===== src/rtl/ball_field.sv =====
// Four bouncing balls: frame-synchronous motion plus a per-pixel
// classifier that feeds the colour mapper.
module ball_field #(
  parameter int BALL_SIZE = 4,
  parameter int STEP      = 1,
  parameter int X_MIN     = 0,
  parameter int X_MAX     = 639,
  parameter int Y_MIN     = 0,
  parameter int Y_MAX     = 479
) (
  input  logic       Clk,
  input  logic       Reset,
  input  logic       frame_clk,
  input  logic [7:0] keycode,
  input  logic [9:0] DrawX,
  input  logic [9:0] DrawY,
  output logic [4:0] is_ball
);

  localparam int NB = 4;

  localparam logic signed [10:0] BS  = 11'(BALL_SIZE);
  localparam logic signed [10:0] STP = 11'(STEP);
  localparam logic signed [10:0] XLO = 11'(X_MIN);
  localparam logic signed [10:0] XHI = 11'(X_MAX);
  localparam logic signed [10:0] YLO = 11'(Y_MIN);
  localparam logic signed [10:0] YHI = 11'(Y_MAX);

  localparam logic [9:0] VP = 10'(STEP);
  localparam logic [9:0] VN = 10'(-STEP);
  localparam logic [9:0] VZ = 10'd0;

  localparam logic [22:0] R2 = 23'(BALL_SIZE * BALL_SIZE);

  localparam logic [9:0] RST_X  [NB] = '{10'd320, 10'd160, 10'd480, 10'd320};
  localparam logic [9:0] RST_Y  [NB] = '{10'd240, 10'd120, 10'd120, 10'd360};
  localparam logic [9:0] RST_VX [NB] = '{VZ, VP, VN, VP};
  localparam logic [9:0] RST_VY [NB] = '{VZ, VP, VP, VN};

  localparam logic [7:0] KEY_W = 8'h1A;
  localparam logic [7:0] KEY_A = 8'h04;
  localparam logic [7:0] KEY_S = 8'h16;
  localparam logic [7:0] KEY_D = 8'h07;

  typedef struct packed {
    logic [9:0] pos;
    logic [9:0] vel;
  } axis_t;

  // Bounce overrides the candidate velocity, then the move is clamped
  // so a ball never leaves the playfield even with odd STEP values.
  function automatic axis_t axis_step(
    input logic [9:0]        pos,
    input logic [9:0]        vel,
    input logic signed [10:0] lo,
    input logic signed [10:0] hi
  );
    logic signed [10:0] p;
    logic signed [10:0] v;
    logic signed [10:0] nv;
    logic signed [10:0] np;
    axis_t r;
    p  = signed'({1'b0, pos});
    v  = signed'({vel[9], vel});
    nv = v;
    if (((p + BS) >= hi) && (v > 11'sd0))
      nv = -STP;
    else if ((p <= (lo + BS)) && (v < 11'sd0))
      nv = STP;
    np = p + nv;
    if (np < (lo + BS))
      np = lo + BS;
    else if (np > (hi - BS))
      np = hi - BS;
    r.pos = np[9:0];
    r.vel = nv[9:0];
    return r;
  endfunction

  logic [2:0] sync;
  logic       frame_tick;

  logic [9:0] pos_x [NB];
  logic [9:0] pos_y [NB];
  logic [9:0] vel_x [NB];
  logic [9:0] vel_y [NB];

  logic [9:0] cand_vx [NB];
  logic [9:0] cand_vy [NB];
  axis_t      nx [NB];
  axis_t      ny [NB];

  logic [9:0] steer_vx;
  logic [9:0] steer_vy;
  logic [NB-1:0] hit;

  // Reset high keeps a frame_clk that is already high from looking
  // like a fresh rising edge.
  always_ff @(posedge Clk) begin
    if (Reset)
      sync <= 3'b111;
    else
      sync <= {sync[1:0], frame_clk};
  end

  assign frame_tick = sync[1] & ~sync[2];

  always_comb begin
    steer_vx = vel_x[0];
    steer_vy = vel_y[0];
    unique case (1'b1)
      (keycode == KEY_W): begin
        steer_vx = VZ;
        steer_vy = VN;
      end
      (keycode == KEY_A): begin
        steer_vx = VN;
        steer_vy = VZ;
      end
      (keycode == KEY_S): begin
        steer_vx = VZ;
        steer_vy = VP;
      end
      (keycode == KEY_D): begin
        steer_vx = VP;
        steer_vy = VZ;
      end
      default: ;
    endcase
  end

  always_comb begin
    for (int k = 0; k < NB; k++) begin
      cand_vx[k] = (k == 0) ? steer_vx : vel_x[k];
      cand_vy[k] = (k == 0) ? steer_vy : vel_y[k];
      nx[k] = axis_step(pos_x[k], cand_vx[k], XLO, XHI);
      ny[k] = axis_step(pos_y[k], cand_vy[k], YLO, YHI);
    end
  end

  always_ff @(posedge Clk) begin
    if (Reset) begin
      for (int k = 0; k < NB; k++) begin
        pos_x[k] <= RST_X[k];
        pos_y[k] <= RST_Y[k];
        vel_x[k] <= RST_VX[k];
        vel_y[k] <= RST_VY[k];
      end
    end else if (frame_tick) begin
      for (int k = 0; k < NB; k++) begin
        pos_x[k] <= nx[k].pos;
        pos_y[k] <= ny[k].pos;
        vel_x[k] <= nx[k].vel;
        vel_y[k] <= ny[k].vel;
      end
    end
  end

  for (genvar k = 0; k < NB; k++) begin : g_hit
    logic signed [10:0] dx;
    logic signed [10:0] dy;
    logic signed [21:0] ex;
    logic signed [21:0] ey;
    logic signed [21:0] sx;
    logic signed [21:0] sy;
    logic [22:0]        d2;
    assign dx = signed'({1'b0, DrawX}) - signed'({1'b0, pos_x[k]});
    assign dy = signed'({1'b0, DrawY}) - signed'({1'b0, pos_y[k]});
    assign ex = 22'(dx);
    assign ey = 22'(dy);
    assign sx = ex * ex;
    assign sy = ey * ey;
    assign d2 = {1'b0, sx} + {1'b0, sy};
    assign hit[k] = (d2 <= R2);
  end

  // Lower index wins where balls overlap.
  always_comb begin
    is_ball = 5'd0;
    priority case (1'b1)
      hit[0]:  is_ball = 5'd1;
      hit[1]:  is_ball = 5'd2;
      hit[2]:  is_ball = 5'd3;
      hit[3]:  is_ball = 5'd4;
      default: is_ball = 5'd0;
    endcase
  end

endmodule


===== config.mk =====
export PLATFORM = sky130hd
export DESIGN_NAME = ball_field
export DESIGN_NICKNAME = d
export VERILOG_FILES = /design/src/rtl/ball_field.sv
export SDC_FILE = /design/constraint.sdc
export NUM_CORES = 2
export LEC_CHECK = 0
export ABC_AREA = 1
export BUFFER_PORTS_ARGS = -buffer_cell sky130_fd_sc_hd__buf_2
export CAP_MARGIN = 40
export CORE_MARGIN = 2
export CORE_UTILIZATION = 65
export CTS_CLUSTER_DIAMETER = 120
export CTS_CLUSTER_SIZE = 16
export DETAILED_ROUTE_END_ITERATION = 8
export PLACE_DENSITY = 0.78
export SETUP_SLACK_MARGIN = 0.2
export SYNTH_ARGS = -nofsm -noshare
export SYNTH_HDL_FRONTEND = slang
export SYNTH_SLANG_ARGS = --single-unit

===== constraint.sdc =====
create_clock -name Clk -period 16.33 [get_ports Clk]
set_input_delay 0.8165 -clock Clk [delete_from_list [all_inputs] [get_ports Clk]]
set_output_delay 0.8165 -clock Clk [all_outputs]
set_load 0.05 [all_outputs]

==> metrics.yaml <==
grt_pass1_vias: 45300
worstSetupEndpoint: "is_ball[1]"
grt_pass1_wl_um: 211000
overflow: 0
cap_violations: 0
cp_slowest_cell: "fa_1"
cp_max_fo: 8
detail-route-antenna-nets: 0
fin_skew_ps: 15.0
fmax_mhz: 90.9
initial_core_util: 0.658
fin_tns_setup_ps: 0
ys_ff_latch: 163
grt_usage: 0.300
grt_setup_unrepaired: "false"
cts_setup_buffers: 0
yosys_warnings: 0
end_kind: "output pin"
cts.sinks: 163
antenna_found_initial: 2
period_share: 0.674
place_ws_ps: 5570
cp_common_cell: "inv_1"
dp_hpwl_um: 107000
r2r-start: "pos_y[2][3]"
coreArea_um2: 82400
cp.required_ps: 15510
io_pins: 36
first_pass_iters: 6
route.detailed.drc: 0
nets: 8594
place_area_um2: 55700
cts.path.max_buffers: 2
syn_to_final_growth_pct: 3.77
clk_pin_slew_ps: 80
rows: 105
min_period_ps: 11010
ff2ff_path_depth: 24
relSlewSlack: 0.386
reg2reg_slack_ps: 11460
synth_edf_count: 160
cts_root_buf: "clkbuf_16"
htreeDepth: 4
cts_tree: "yes"
worstSetupPathType: "flop to output pin"
fin_ws_ps: 5320
dieArea_um2: 85800
max_stage_delay_ps: 510
seq_area_frac_synth: 0.0897
wl_per_cell_um: 15.2
synthesis.area_um2: 54200
final_cell_area_um2: 56300
syn_avg_cell_area_um2: 7.67
outcome: "finished, final reports clean"
globalplace.congestion: 0.962
synth-async-reset-ratio: 0
hold_class: "flop to flop"
hold_buffers: 0
grt_start_max_net_pins: 68
synth_cells: 7069
cts_resized: 0
r2r-end: "pos_y[2][5]"
dieHeight_um: 293
cp.arrival_ps: 10190
drive_above_1_share: 0.0271
viasPerCell: 5.39
dieWidth_um: 293
slew_viol_final: 0
place.port_buffers: 33
synth_ff_type: "edfxtp_1"
drtIter0Drc: 2766
insertion_delay_ps: 470
wirelength_um: 124000
cts_buffers: 17
hold_viol_final: 0
num_vias: 44000
setup_violations: 0
startpoint_type: "flop"
setup.worst_path.start: "pos_y[2][1]"
worst_pin_slew_ps: 915
synthDistinctLibCells: 64
## state kept, by name, indices dropped and copies added (netlist names)
signal / flops
pos_x: 40
vel_x: 40
sync: 3
pos_y: 40
vel_y: 40
## placed cells by master (no fill, tap or decap), types with 33 or more instances in the layout
| master | n |
|---|---|
| xnor2_1 | 122 |
| nor2_1 | 624 |
| xor2_1 | 193 |
| a21oi_1 | 447 |
| o21ai_0 | 160 |
| nand3_1 | 221 |
| nand2_1 | 1162 |
| or2_2 | 62 |
| nand4_1 | 82 |
| fa_1 | 850 |
| ha_1 | 632 |
| nor3_1 | 73 |
| inv_1 | 1936 |
| buf_2 | 33 |
| edfxtp_1 | 160 |
## how the worst min path moves through the flow
stage | end | start | cells past startpoint
6_report | sync[1] | sync[0] | 1
2_1_floorplan | sync[1] | sync[0] | 1
3_5_place_dp | sync[1] | sync[0] | 1
3_3_place_gp | sync[1] | sync[0] | 1
4_1_cts | sync[1] | sync[0] | 1
5_1_grt | sync[1] | sync[0] | 1
## critical path, delay by kind of cell (launching register included)
family,cells,cell delay (ps)
and+or+nand+nor,14,2630
adders and majority gates,8,3580
DFF,1,500
AOI/OAI and AO/OA,8,1820
xor gates and xnor gates,1,200
buffers and inverters,8,1030
## cells in the mapped netlist (all sizes together), types with 3 or more instances
cell type / count / share of area
nand2: 1184 / 0.083
o31ai: 19 / 0.0026
a211oi: 5 / 0.00069
inv: 1948 / 0.13
o21a: 3 / 0.00042
o2111a: 6 / 0.0012
a21o: 21 / 0.0029
buf: 19 / 0.0018
o21ai: 168 / 0.016
clkinv: 10 / 0.00069
nor3b: 3 / 0.00042
nand3b: 20 / 0.0028
fa: 850 / 0.31
a21oi: 452 / 0.042
nor4: 16 / 0.0018
and2: 7 / 0.00085
or2: 66 / 0.0076
nor2: 628 / 0.044
dfxtp: 3 / 0.0011
nand3: 223 / 0.021
ha: 632 / 0.15
xnor2: 122 / 0.020
nand4: 83 / 0.0099
edfxtp: 160 / 0.089
nor3: 77 / 0.0075
clkbuf: 40 / 0.0028
a31oi: 30 / 0.0035
o21bai: 23 / 0.0032
o211ai: 21 / 0.0029
xor2: 193 / 0.031
a21boi: 13 / 0.0018
o2111ai: 8 / 0.0013
## per-stage QoR
| stage | hold WS, ps | util | instances |
|---|---|---|---|
| 6_report | 417 | 0.683 | 8165 |
| 5_1_grt | 437 | 0.683 | 8165 |
| 4_1_cts | 420 | 0.683 | 8164 |
| 3_5_place_dp | 398 | 0.676 | 8132 |
| 3_3_place_gp | 392 | 0.675 | 8129 |
| 2_1_floorplan | 389 | - | 7074 |
## area by class of cell
| cell class | instances | area [um^2] |
|---|---|---|
| Inverter | 1958 | 7350 |
| Clock buffer | 18 | 429 |
| Clock inverter | 14 | 176 |
| Tap cell | 1070 | 1340 |
| Timing Repair Buffer | 47 | 310 |
| Multi-Input combinational cell | 4894 | 41800 |
| Sequential cell | 163 | 4860 |
| Antenna cell | 1 | 2.50 |
| Fill cell | 6958 | 26100 |
## metal layers
metal / GRT usage / part of all wire / vias to the layer above
met3: 0.0230 / 0.045 / 174
li1: - / - / 21600
met2: 0.531 / 0.49 / 1079
met1: 0.397 / 0.44 / 21200
met4: 0.0841 / 0.026 / 0
met5: 0 / 0 / -
## cell families after synthesis
group	share of synthesized area
other	0.0000691
AOI/OAI and AO/OA	0.0808
buffers and inverters	0.140
adders and majority gates	0.460
DFF	0.0897
xor gates and xnor gates	0.0509
and+or+nand+nor	0.179
Power is left out: the tool's default activity adds up to more than one toggle a clock period on the data nets, which glitch-free logic cannot reach.
